==> src/rtl/hilo_ctrl.sv <==
// hilo_ctrl: HI/LO register sequencer for the multi-cycle divider
// and multiplier, plus the mthi/mtlo direct-write path.
module hilo_ctrl #(
  parameter int CNT_WIDTH        = 16,
  parameter bit DIV0_WRITES_HILO = 1'b0
) (
  input  logic                 clock,
  input  logic                 reset,
  input  logic                 start_div,
  input  logic                 start_mult,
  input  logic                 mthi,
  input  logic                 mtlo,
  input  logic [31:0]          wr_data,
  output logic                 div_ctrl,
  input  logic                 div_done,
  input  logic                 div0,
  input  logic [31:0]          div_hi,
  input  logic [31:0]          div_lo,
  output logic                 mult_ctrl,
  input  logic                 mult_done,
  input  logic [31:0]          mult_hi,
  input  logic [31:0]          mult_lo,
  output logic [31:0]          hi,
  output logic [31:0]          lo,
  output logic                 busy,
  output logic                 op_done,
  output logic                 div0_exc,
  output logic                 start_conflict,
  output logic [CNT_WIDTH-1:0] busy_cycles
);

  localparam logic [1:0] IDLE     = 2'd0;
  localparam logic [1:0] DIV_RUN  = 2'd1;
  localparam logic [1:0] MULT_RUN = 2'd2;
  localparam logic [1:0] CAPTURE  = 2'd3;

  localparam logic [CNT_WIDTH-1:0] CNT_ONE =
    {{(CNT_WIDTH-1){1'b0}}, 1'b1};

  logic [1:0]  state;
  logic [1:0]  state_n;
  logic        first;
  logic [31:0] hold_hi;
  logic [31:0] hold_lo;
  logic        hold_div0;
  logic        div_cap;
  logic        mult_cap;
  logic        launch;
  logic        hilo_wr;

  // done is only trusted from the second RUN cycle on (stale-done guard)
  assign div_cap  = (state == DIV_RUN) && !first && div_done;
  assign mult_cap = (state == MULT_RUN) && !first && mult_done;
  assign launch   = (state == IDLE) && (start_div || start_mult);
  assign hilo_wr  = (state == CAPTURE) &&
                    (!hold_div0 || DIV0_WRITES_HILO);

  // next-state selection; divide wins a simultaneous request
  always_comb begin
    state_n = state;
    unique case (state)
      IDLE: begin
        if (start_div)
          state_n = DIV_RUN;
        else if (start_mult)
          state_n = MULT_RUN;
      end
      DIV_RUN: begin
        if (div_cap)
          state_n = CAPTURE;
      end
      MULT_RUN: begin
        if (mult_cap)
          state_n = CAPTURE;
      end
      CAPTURE: state_n = IDLE;
      default: state_n = IDLE;
    endcase
  end

  // state, first-cycle flag and registered control/pulse outputs
  always_ff @(posedge clock) begin
    if (reset) begin
      state          <= IDLE;
      first          <= 1'b0;
      div_ctrl       <= 1'b0;
      mult_ctrl      <= 1'b0;
      busy           <= 1'b0;
      op_done        <= 1'b0;
      div0_exc       <= 1'b0;
      start_conflict <= 1'b0;
    end else begin
      state          <= state_n;
      first          <= launch;
      div_ctrl       <= (state_n == DIV_RUN);
      mult_ctrl      <= (state_n == MULT_RUN);
      busy           <= (state_n != IDLE);
      op_done        <= div_cap || mult_cap;
      div0_exc       <= div_cap && div0;
      start_conflict <= (state == IDLE) &&
                        start_div && start_mult;
    end
  end

  // holding registers latch the unit result on its done
  always_ff @(posedge clock) begin
    if (reset) begin
      hold_hi   <= 32'h0;
      hold_lo   <= 32'h0;
      hold_div0 <= 1'b0;
    end else if (div_cap) begin
      hold_hi   <= div_hi;
      hold_lo   <= div_lo;
      hold_div0 <= div0;
    end else if (mult_cap) begin
      hold_hi   <= mult_hi;
      hold_lo   <= mult_lo;
      hold_div0 <= 1'b0;
    end
  end

  // architectural HI/LO: result commit in CAPTURE, mthi/mtlo in IDLE
  always_ff @(posedge clock) begin
    if (reset) begin
      hi <= 32'h0;
      lo <= 32'h0;
    end else if (hilo_wr) begin
      hi <= hold_hi;
      lo <= hold_lo;
    end else if (state == IDLE) begin
      if (mthi)
        hi <= wr_data;
      if (mtlo)
        lo <= wr_data;
    end
  end

  // busy-cycle counter: cleared at launch, saturating, held in IDLE
  always_ff @(posedge clock) begin
    if (reset)
      busy_cycles <= '0;
    else if (launch)
      busy_cycles <= '0;
    else if (state != IDLE && busy_cycles != '1)
      busy_cycles <= busy_cycles + CNT_ONE;
  end

endmodule

==> config.mk <==
export PLATFORM = sky130hd
export DESIGN_NAME = hilo_ctrl
export DESIGN_NICKNAME = d
export VERILOG_FILES = /design/src/rtl/hilo_ctrl.sv
export SDC_FILE = /design/constraint.sdc
export NUM_CORES = 1
export LEC_CHECK = 0
export ABC_AREA = 1
export ABC_CLOCK_PERIOD_IN_PS = 1600
export BUFFER_PORTS_ARGS = -buffer_cell sky130_fd_sc_hd__buf_2
export CAP_MARGIN = 20
export CORE_MARGIN = 5
export CORE_UTILIZATION = 40
export DETAILED_ROUTE_END_ITERATION = 8
export GPL_ROUTABILITY_DRIVEN = 0
export GPL_TIMING_DRIVEN = 0
export PLACE_DENSITY = 0.76
export SETUP_SLACK_MARGIN = 0.1
export SLEW_MARGIN = 25
export SYNTH_ARGS = -nofsm -noshare
export SYNTH_HDL_FRONTEND = slang
export SYNTH_SLANG_ARGS = --single-unit
==> constraint.sdc <==
create_clock -name clock -period 1.6 [get_ports clock]
set_input_delay 0.4 -clock clock [delete_from_list [all_inputs] [get_ports clock]]
set_output_delay 0.4 -clock clock [all_outputs]
set_load 0.005 [all_outputs]
Word level (Yosys, flattened, before mapping)
Cells that the tools add are included.
{ "op_classes": {"bitwise": 0, "n_eq_ne": 6, "n_shift": 0, "magnitude_cmp": 0, "reduce_logical": 24, "n_div": 0, "n_mux": 17, "n_mul": 0, "addsub": 1} }
{ "op_table": {"columns": ["cell", "count"], "rows": [
  ["$mux 32", 10],
  ["$add 16x1->16 const B", 1],
  ["$ne 16x16->1 const B", 1],
  ["$reduce_bool 2->1", 6],
  ["$logic_and 1x1->1", 10],
  ["$mux 2", 4],
  ["$pmux 2 s4", 1],
  ["$eq 2x2->1 const B", 3],
  ["$eq 2x1->1 const B", 2],
  ["$reduce_and 2->1", 2],
  ["$logic_not 1->1", 2],
  ["$logic_not 2->1", 1],
  ["$logic_or 1x1->1", 2],
  ["$mux 1", 2],
  ["$reduce_or 2->1", 1]
]} }
{ "totals": {"romBits": 0, "register_bits": 154, "word_cells": 62, "ramBits": 0, "latchBits": 0, "n_memories": 0, "output_inout_bits": 86} }

Depth between registers and ports, before layout
Gate-level depths: netlist of run 1.
{ "logic_depth": {"word_depth": 6, "mapped_depth": 10, "mapped_depth_nobuf": 10} }

Least setup slack after synthesis of run 1
OpenSTA, ideal clock, no wires.
{ "synth_timing": {"path_type": "flip-flop to flip-flop", "from": "register busy_cycles[0]", "to": "register busy_cycles[10]", "arrival_ns": 1.342, "path_stages_with_launch": 10, "setup_slack_ns": 0.126, "synth_period_minus_slack_ns": 1.474, "path_cell_list": "dfxtp_1 ha_1 nand2_1 nor2_1 nand2_1 nor2_1 nor2_2 buf_2 nand2_1 a21oi_1"} }
{ "synth_via": {"elab_chain_len": 2, "elab_cells_between_ends": 3, "cone_classes": "1 x add/sub; 1 x eq/ne; 1 x reduce/logical"} }
{ "synth_rtl": {"columns": ["element", "line", "text"], "rows": [
  ["from (decl)", "29", "output logic [CNT_WIDTH-1:0] busy_cycles"],
  ["from (signal assigned)", "145", "busy_cycles <= busy_cycles + CNT_ONE;"],
  ["branches (longest 2 deep; another with $add 16x1->16)", null, null]
]} }
Parallel ways; which one is timed is not known.
A chain may end at the register's enable or synchronous reset.

Worst setup path in the final report of run 1
{ "layout_timing": {"from": "register state[1]", "to": "register hold_hi[15]"} }
{ "layout_via": {"elab_chain_len": 4, "elab_cells_between_ends": 8, "cone_classes": "2 x eq/ne; 1 x mux; 5 x reduce/logical"} }
{ "layout_rtl": {"columns": ["element", "line", "text"], "rows": [
  ["from (decl)", "40", "logic [1:0] state;"],
  ["from (signal assigned)", "93", "state <= state_n;"],
  ["$eq 2x1->1 or $eq 2x2->1 (tied branches)", "52, 53", null],
  ["$logic_and 1x1->1, on equally long branches (2 in series)", "52, 53", null],
  ["$mux 32 or $reduce_bool 2->1 (tied branches)", null, null],
  ["to (signal assigned)", "112", "hold_hi <= div_hi;"],
  ["to (signal assigned)", "116", "hold_hi <= mult_hi;"],
  ["to (decl)", "43", "logic [31:0] hold_hi;"]
]} }
Parallel ways exist; a longest one is shown, timed or not.

==> results.yml, run 1 <==
sta:
  finalSetupViolCount: 0
  timing.final.crit_period_ns: 1.55
  tightest_slew_ns: 0.660
  fmax_mhz: 645
  fin_crit_sh: 0.969
  slew_viol_final: 0
  hold_violations: 0
  rsz0062_at_grt: "yes"
  relSlewSlack: 0.560
  setup_ws_ns: 0.0493
  finalClockSkew_ns: 0.00976
placed_design:
  place_ws_ns: -0.469
  place_area_mm2: 0.00847
  io_buffers: 253
  place_hpwl_um: 18900
  dp_cells: 1524
global_routing:
  grt_pass1_vias: 7661
  grt_most_used_layer: "met2"
  globalRoute.totalOverflow: 0
  antenna_found_initial: 1
  grt_use_met1: 0.306
  met3_usage: 0.0634
  grt_pass1_wl_um: 38700
  gr-usage-met2: 0.409
  grt_use_total: 0.244
  grt_max_degree: 17
pwr:
  finalPower_mw: 11.0
  power_density_mw_per_mm2: 1080
  irDropWorstVdd_mv: 0.843
  leakage_nw: 4.52
synthesis:
  post_synth_num_cell_types: 25
  synthSimpleGateAreaFrac: 0.300
  postSynthAreaPerCell_um2: 6.62
  yosys_warnings: 0
  synth_xor_area_frac: 0.00632
  synth_top_family_by_area: "simple AND/OR/NAND/NOR gates"
  synth-seq-area-share: 0.445
  syn-cell-area_mm2: 0.00693
  synthCells: 1046
  muxShareOfSynthArea: 0
  synth_nets: 1216
  synth-seq-cells: 154
  synth_fa_ha_area_frac: 0.00181
  synth_compound_area_frac: 0.166
floorplanning:
  die_h_um: 142
  rows: 48
  coreArea_mm2: 0.0171
  initial_utilization: 0.405
  ioPinCount: 255
  die_w_um: 142
  die-area_mm2: 0.0200
worst_setup_path:
  r2r_end: "hold_hi[15]"
  rr_worst_depth: 9
  cp-start-kind: "flip-flop"
  endpoint_kind: "flip-flop"
  critPathLaunch: "state[1]"
  critPathKind: "reg2reg"
  setup.worst_path.end: "hold_hi[15]"
  required_ns: 1.94
  timing.rr.start: "state[1]"
  cp.arrival_ns: 1.89
  r2r_slack_ns: 0.05
  crit_fanout: 7
clocking:
  cts_max_level: 4
  cts_tree: "built"
  cts_root_buffer: "clkbuf_16"
  cts_buffers: 17
  clockBufferDepth: 2
  clock_latency_ns: 0.42
  cts.reportedPaths.clkPinSlew_ns: 0.06
  cts_hold_buf: 0
  cts.sinks: 154
job:
  drv_cap: 0
cells_and_area:
  area_growth_pct: 47.2
  drive_gt1_frac: 0.347
  instances_no_fill: 1587
  n_antenna_cell: 0
  post-route-util: 0.595
  fillerInstances: 1563
  nets: 1519
  fin_area_mm2: 0.0102
status:
  status: "complete, no violations"
detailed_routing:
  drt-pass1-iter-count: 5
  drc: 0
  vias: 8154
  ant_nets: 0
  drtIter0Drc: 551
  vias_per_cell: 5.14
  routed_wl_um: 26100
  wire_per_inst_um: 16.4
worst_hold_path:
  min_from: "div0"
  hold_class: "in2reg"
layer usage:
metal / share of wire / vias up
met3: 0.088 / 58
met5: 0.00027 / -
met2: 0.48 / 374
met1: 0.41 / 3749
li1: - / 3971
met4: 0.028 / 2
state kept, by name, summed over array words and instances (netlist names):
register	count
state	2
hi	32
hold_div0	1
busy_cycles	16
first	1
div0_exc	1
div_ctrl	1
hold_hi	32
lo	32
hold_lo	32
mult_ctrl	1
start_conflict	1
busy	1
op_done	1
kinds of logic after synthesis:
logic type / after synthesis
AOI/OAI and AO/OA: 211
adders and majority gates: 1
and+or+nand+nor: 540
buffers and inverters: 135
xor gates and xnor gates: 5
DFF: 154
critical path, cell delays in order, from the launching register on:
cell	delay (ns)
dfxtp_2	0.36
clkinv_4	0.10
nand2_4	0.09
nor2_4	0.06
nor2_4	0.19
buf_6	0.14
buf_16	0.14
clkbuf_16	0.15
nand2_1	0.05
a21oi_1	0.17
where the power goes:
part	switching (mW)	internal, mW	total (mW)
Combinational	1.43	1.19	2.61
Sequential	0.194	4.16	4.35
Clock	1.61	2.38	3.99
stage by stage:
step           hold WS [ns]  TNS [ns]
6_report              0.235         0
5_1_grt               0.231   -0.0811
4_1_cts               0.225         0
3_5_place_dp          0.455    -41.79
3_3_place_gp          0.452    -40.42
2_1_floorplan         0.445         0
placed cells by master (no fill, tap or decap), types with 4 or more instances in the layout:
cell       synthesis  routed
o21ai_4            0       4
buf_2             27     258
o21ai_0           20       9
a21oi_1           78      74
nor2_4             0      11
dfxtp_1          154     138
dfxtp_2            0      12
nand2_2            2      26
o21ai_2            2      20
a21oi_2            0       4
nor2_1           189     170
dfxtp_4            0       4
clkbuf_1          31      18
clkbuf_2           0       4
buf_6              1      13
nand2_1          326     298
buf_12             0       9
nor2_2             3      11
nand3_1           12      12
o21ai_1           46      35
nand4_1            5       5
buf_8              0      18
a31oi_1           64      63
inv_1             63      60
clkbuf_16          0      21
buf_4              4      27
Yosys cell counts:
master,number,area [um2]
clkbuf_1,31,116
dfxtp_1,154,3080
inv_2,4,15.0
a21oi_1,78,390
nor2_1,189,709
buf_1,5,18.8
nand3_1,12,60.1
o21ai_1,46,230
o21ai_2,2,17.5
xor2_1,3,26.3
nor2_2,3,18.8
nand2_1,326,1220
buf_2,27,135
nand3b_1,2,15.0
buf_6,1,11.3
inv_1,63,236
o21ai_0,20,100
nand2_2,2,12.5
nand4_1,5,31.3
buf_4,4,30.0
xnor2_1,2,17.5
ha_1,1,12.5
a31o_2,1,8.76
a31oi_1,64,400
nor3_1,1,5.00
repair_timing:
action | CTS | global route
pin swaps | 8 | 25
setup buffers | 17 | 6
endpoints found under the setup margin | 145 | 139
cloned | 4 | 6
resized for setup | 141 | 135
how the worst min path moves through the flow:
stage | to | slack [ns] | cells past startpoint
global route | div0_exc | 0.23 | 3
CTS | div0_exc | 0.23 | 3
finish | div0_exc | 0.23 | 3
detailed placement | hold_lo[24] | 0.46 | 2
floorplan | hold_lo[16] | 0.44 | 2
global placement | hold_lo[25] | 0.45 | 2
final cells by class:
| type | instances | area (um2) | share of cell area |
|---|---|---|---|
| Buffer | 66 | 646 | 0.0634 |
| Tap cell | 225 | 282 | 0.0276 |
| Inverter | 67 | 265 | 0.0260 |
| Multi-Input combinational cell | 757 | 3630 | 0.356 |
| Clock inverter | 10 | 116 | 0.0114 |
| Sequential cell | 154 | 3110 | 0.305 |
| Clock buffer | 22 | 464 | 0.0455 |
| Timing Repair Buffer | 286 | 1680 | 0.165 |
(Power assumes the default switching activity.)
==> run 2, diff against run 1 <==
- CTS_BUF_LIST: not set -> sky130_fd_sc_hd__clkbuf_8 sky130_fd_sc_hd__clkbuf_16
- REMOVE_ABC_BUFFERS: not set -> 1
==> run 2 against run 1 <==
- the run now ends with negative setup slack left
- clock power is 12% higher
- sequential power hardly changed
- combinational power is 11% higher
- via count is 1.7% lower
- count of clock-buffer cells in the layout is 3 lower
- largest cell class unchanged
==> results.yml, run 2 (synthesis results as in run 1) <==
worst_setup_path:
  cp-start-kind: "flip-flop"
  crit_fanout: 33
  cp.arrival_ns: 1.92
  critPathKind: "reg2reg"
  path_cells: "inv_4 -> nand2_4 -> nor2_4 -> buf_6 -> buf_12 -> clkinv_16 -> o21ai_1 -> a21oi_1"
  cp.buffers_inverters: 4
  crit_family: "buffers and inverters"
  endpoint_kind: "flip-flop"
  crit_path_top_delay_cell: "dfxtp_4"
  required_ns: 1.88
  worst_path_largest_cell_delay_ns: 0.36
floorplanning:
  ioPinCount: 255
  die-area_mm2: 0.0200
  coreArea_mm2: 0.0171
  die_w_um: 142
  rows: 48
  die_h_um: 142
  initial_utilization: 0.405
pwr:
  power_switching_mw: 3.39
  leakage_nw: 4.61
  p_sw_frac: 0.291
  p_int_mw: 8.28
  power_density_mw_per_mm2: 1110
  irDropWorstVdd_mv: 0.721
  finalPower_mw: 11.7
  combPwrFrac: 0.248
  clkPwrFrac: 0.381
  power_frac_seq: 0.371
detailed_routing:
  drc: 0
  vias: 8012
  ant_nets: 0
  drt-pass1-iter-count: 6
  met2_length_um: 13500
  routed_wl_um: 27500
  top_layer_used: "met4"
  drtIter0Drc: 512
  route.met3.wl_um: 2340
  wire_per_inst_um: 17.7
  vias_per_cell: 5.14
  drt-met1-wl_um: 11000
status:
  status: "finished, violations left"
  violations: "negative setup slack"
cells_and_area:
  final_cell_mix: "nand2_1 (316), buf_2 (253), nor2_1 (144), dfxtp_1 (143), a21oi_1 (67)"
  drive_gt1_frac: 0.356
  fillerInstances: 1467
  nets: 1492
  n_antenna_cell: 0
  fin_area_mm2: 0.0105
  area_growth_pct: 52.1
  final_common_cell: "nand2_1"
sta:
  setup_ws_ns: -0.0341
  finalClockSkew_ns: 0.00821
  fin_crit_sh: 1.02
  timing.final.crit_period_ns: 1.63
  fmax_mhz: 612
  finalSetupViolCount: 3
  relSlewSlack: 0.710
  hold_slack_ns: 0.226
  tightest_slew_ns: 0.435
  rsz0062_at_grt: "yes"
  slew_viol_final: 0
  hold_violations: 0
  finalSetupTns_ns: -0.0377
job:
  drv_cap: 0
clocking:
  cts.sinks: 154
  cts_buffers: 17
  cts_hold_buf: 0
  cts_tree: "built"
  cts_root_buffer: "clkbuf_16"
  cts_max_level: 4
  clock_latency_ns: 0.42
  cts.reportedPaths.clkPinSlew_ns: 0.06
  clockBufferDepth: 2
global_routing:
  grt_max_degree: 86
  grt_use_total: 0.219
  antenna_found_initial: 0
  globalRoute.totalOverflow: 0
  grt_pass1_vias: 6943
  grt_pass1_wl_um: 35300
placed_design:
  place_area_mm2: 0.00846
  place_hpwl_um: 14800
  place_ws_ns: -0.506
  io_buffers: 254
worst_hold_path:
  hold_class: "in2reg"
run 2: cell count changes in the layout (fill, tap and decap cells not counted), moves of 10 or more:
cell / delta
buf_4: -10
buf_8: -14
clkbuf_1: -18
nand2_1: +18
nand2_2: -20
nor2_1: -26
nor2_2: +10
nor2_4: +16
run 2: path summary, 6_finish.rpt:
path / from / end / slack (ns) / cells past startpoint
max: state[1] / hold_lo[27] / -0.03 / 8
min: div0 / div0_exc / 0.23 / 3
max reg2reg: state[1] / hold_lo[27] / -0.03 / 8
min reg2reg: hold_hi[20] / hold_hi[20] / 0.46 / 2
run 2: layout make-up:
cell class,instances,area [um2],share of cell area
timing repair buffer,320,2370,0.225
inverter,67,313,0.0297
tap,225,282,0.0267
multi-input combinational,758,3780,0.359
clock buffer,19,453,0.0430
timing repair inverter,4,32.5,0.00309
sequential,154,3100,0.295
clock inverter,13,200,0.0190
run 2: per-layer routing:
| layer | up-vias | global-route usage |
|---|---|---|
| met5 | - | 0 |
| met4 | 0 | 0.0859 |
| met1 | 3644 | 0.282 |
| met3 | 60 | 0.0421 |
| li1 | 3902 | - |
| met2 | 406 | 0.363 |
run 2: timing repair:
action                     in CTS  in global routing
resized for setup              45                168
setup endpoints to repair     149                131
setup buffers                  19                 22
cloned                          6                 17
pin swaps                       8                 65
run 2: worst register-to-register path, cell delays in order (launching register included):
cell	delay [ns]
dfxtp_4	0.36
inv_4	0.07
nand2_4	0.06
nor2_4	0.17
buf_6	0.13
buf_12	0.17
clkinv_16	0.14
o21ai_1	0.30
a21oi_1	0.09
run 2: power groups by stage:
| stage | Clock [mW] | Combinational, mW | Sequential (mW) |
|---|---|---|---|
| final | 4.45 | 2.89 | 4.33 |
| after global routing | 4.69 | 3.08 | 4.36 |
| after CTS | 4.51 | 2.22 | 4.32 |
| after detailed placement | 0 | 1.91 | 4.39 |
| after global placement | 0 | 1.79 | 4.38 |
| after floorplan | 0 | 0.949 | 4.39 |
run 2: metrics by stage:
step,std cells,utilization
floorplan,978,-
global placement,1457,0.477
detailed placement,1467,0.494
CTS,1524,0.557
global route,1560,0.615
finish,1560,0.615
==> run 3, diff against run 2 <==
--- a/config.mk
+++ b/config.mk
@@ -7,3 +7,3 @@
 export LEC_CHECK = 0
-export ABC_AREA = 1
+export ABC_AREA = 0
 export ABC_CLOCK_PERIOD_IN_PS = 1600
@@ -17,3 +17,3 @@
 export GPL_TIMING_DRIVEN = 0
-export PLACE_DENSITY = 0.76
+export PLACE_DENSITY = 0.77
 export REMOVE_ABC_BUFFERS = 1
@@ -24 +24,2 @@
 export SYNTH_SLANG_ARGS = --single-unit
+export TNS_END_PERCENT = 30
==> constraint.sdc (replaced) <==
create_clock -name clock -period 1.6 [get_ports clock]
set_input_delay 0.08 -clock clock [delete_from_list [all_inputs] [get_ports clock]]
set_output_delay 0.08 -clock clock [all_outputs]
set_load 0.005 [all_outputs]
==> run 3 against run 2 <==
- the run still ends with negative setup slack left
- sequential power is 3% higher
- combinational power is 12% higher
- hold slack worse by 0.15 ns
- register-to-register slack worse by 0.16 ns
- first-iteration DRC count is 130% higher
- die area is 7.3% lower
- via count is 11% higher
- flip-flop and latch count stayed put
- clock skew is 0.00079 ns higher
- critical path type unchanged
- largest power group is now registers
==> results.yml, run 3 <==
worst_setup_path:
  cp.arrival_ns: 2.11
  crit_fanout: 8
  critPathKind: "reg2reg"
  cp-start-kind: "flip-flop"
  endpoint_kind: "flip-flop"
  required_ns: 1.92
placed_design:
  io_buffers: 254
  place_area_mm2: 0.00805
  place_hpwl_um: 14400
global_routing:
  grt_max_degree: 78
  grt_use_total: 0.322
  grt_pass1_vias: 8631
  globalRoute.totalOverflow: 0
  grt_pass1_wl_um: 46300
  antenna_found_initial: 3
sta:
  finalSetupTns_ns: -5.49
  tightest_slew_ns: 0.516
  finalSetupViolCount: 100
  fin_crit_sh: 1.12
  hold_violations: 0
  finalClockSkew_ns: 0.00900
  setup_ws_ns: -0.190
  slew_viol_final: 0
  hold_slack_ns: 0.0813
  timing.final.crit_period_ns: 1.79
  fmax_mhz: 559
  relSlewSlack: 0.656
  rsz0062_at_grt: "yes"
cells_and_area:
  drive_gt1_frac: 0.435
  fillerInstances: 890
  area_growth_pct: 87.3
  final_cell_mix: "buf_2 (253), dlygate4sd3_1 (162), dfxtp_1 (142), nand2_1 (137), a21oi_1 (63)"
  nets: 1419
  fin_area_mm2: 0.0119
  final_common_cell: "buf_2"
job:
  drv_cap: 0
clocking:
  cts_root_buffer: "clkbuf_16"
  clock_latency_ns: 0.42
  cts_max_level: 4
  cts.sinks: 154
  cts_tree: "built"
  clockBufferDepth: 2
  cts_buffers: 17
  cts.reportedPaths.clkPinSlew_ns: 0.06
synthesis:
  postSynthAreaPerCell_um2: 8.17
  async_flop_share: 0
  ys_top_cells_by_area: "dfxtp_1 (48%), nand2_1 (12%), a311oi_1 (8.8%)"
  yosys_warnings: 0
  synth_edf_count: 0
  syn-cell-area_mm2: 0.00638
  ys_top_cells_by_count: "nand2_1 (200), dfxtp_1 (154), a21oi_1 (75)"
  synthCells: 781
  synth-seq-cells: 154
  ys.flop_type: "dfxtp_1"
  synth-seq-area-share: 0.483
  yosysMostFrequentCell: "nand2_1"
  yosysTopAreaCellShare: 0.483
  post_synth_num_cell_types: 41
  synth_top_cell_by_area: "dfxtp_1"
status:
  status: "finished, violations left"
  violations: "negative setup slack"
floorplanning:
  ioPinCount: 255
  die_w_um: 136
  die-area_mm2: 0.0186
  initial_utilization: 0.404
  die_h_um: 136
  coreArea_mm2: 0.0158
  rows: 46
detailed_routing:
  wire_per_inst_um: 23.6
  drt-pass1-iter-count: 6
  drtIter0Drc: 1152
  routed_wl_um: 35000
  vias: 8917
  vias_per_cell: 6.02
  drc: 0
  ant_nets: 0
worst_hold_path:
  hold_class: "in2reg"
pwr:
  finalPower_mw: 11.9
  power_density_mw_per_mm2: 995
  irDropWorstVdd_mv: 0.731
  leakage_nw: 5.06
[run 3: cell count changes after synthesis, moves of 8 or more]
cell / previous run / this run
inv_1: 63 / 3
o21ai_1: 46 / 0
a311oi_1: 0 / 64
a22oi_1: 0 / 63
a31oi_1: 64 / 2
nor2_1: 189 / 74
buf_2: 27 / 9
nand3_1: 12 / 4
clkbuf_1: 31 / 53
nand2_1: 326 / 200
o21ai_0: 20 / 9
[run 3: metal layers]
metal | vias up | global-route usage | share of wire
met1 | 4097 | 0.349 | 0.34
met5 | - | 0 | 0
met2 | 790 | 0.542 | 0.48
met3 | 267 | 0.0907 | 0.10
met4 | 0 | 0.225 | 0.080
li1 | 3763 | - | -
[run 3: logic make-up after synthesis]
| group | Yosys count | share of synthesized area |
|---|---|---|
| adders and majority gates | 1 | 0.00196 |
| and+or+nand+nor | 330 | 0.223 |
| muxes | 4 | 0.00628 |
| buffers and inverters | 68 | 0.0418 |
| AOI/OAI and AO/OA | 224 | 0.244 |
| DFF | 154 | 0.483 |
[run 3: area by class of cell]
class,instances,area [um2],share of cell area
diodes,3,7.51,0.000628
clock buffers,19,453,0.0379
clock inverters,13,153,0.0128
inverters,3,11.3,0.000943
multi-input cells,563,3760,0.315
flip-flops and latches,154,3120,0.261
well taps,216,270,0.0226
repair buffers,510,4170,0.349
[run 3: timing repair]
item,4_1_cts,5_1_grt
hold buffers,162,0
pin swaps,129,55
resized for setup,118,107
setup endpoints to repair,149,149
endpoints found under the hold margin,126,0
buffers inserted,34,31
cloned,9,8
[run 3: worst paths after layout]
path / from / to / slack, ns / cells after the start
min reg2reg: hi[30] / hi[30] / 0.46 / 2
min: reset / hi[0] / 0.08 / 2
max: state[0] / hold_hi[20] / -0.19 / 7
max reg2reg: state[0] / hold_hi[20] / -0.19 / 7
[run 3: metrics by stage]
stage          std cells  utilization  setup WS, ns
2_1_floorplan        716            -         -4.24
3_3_place_gp        1186        0.486         -6.77
3_5_place_dp        1202        0.510        -0.954
4_1_cts             1439        0.703       -0.0544
5_1_grt             1481        0.757        -0.234
6_report            1481        0.757        -0.190
[run 3: critical path: stages, from the launching register on]
cell and delay (ns):
dfxtp_4 0.38, nand3b_1 0.25, a21oi_4 0.24, clkbuf_16 0.19, buf_16 0.14, clkbuf_16 0.16
nor2_1 0.06, a311oi_1 0.23
[run 3: power by group]
group	switching (mW)	internal [mW]
Combinational	1.65	1.60
Clock	1.65	2.52
Sequential	0.270	4.19
Total	3.58	8.32
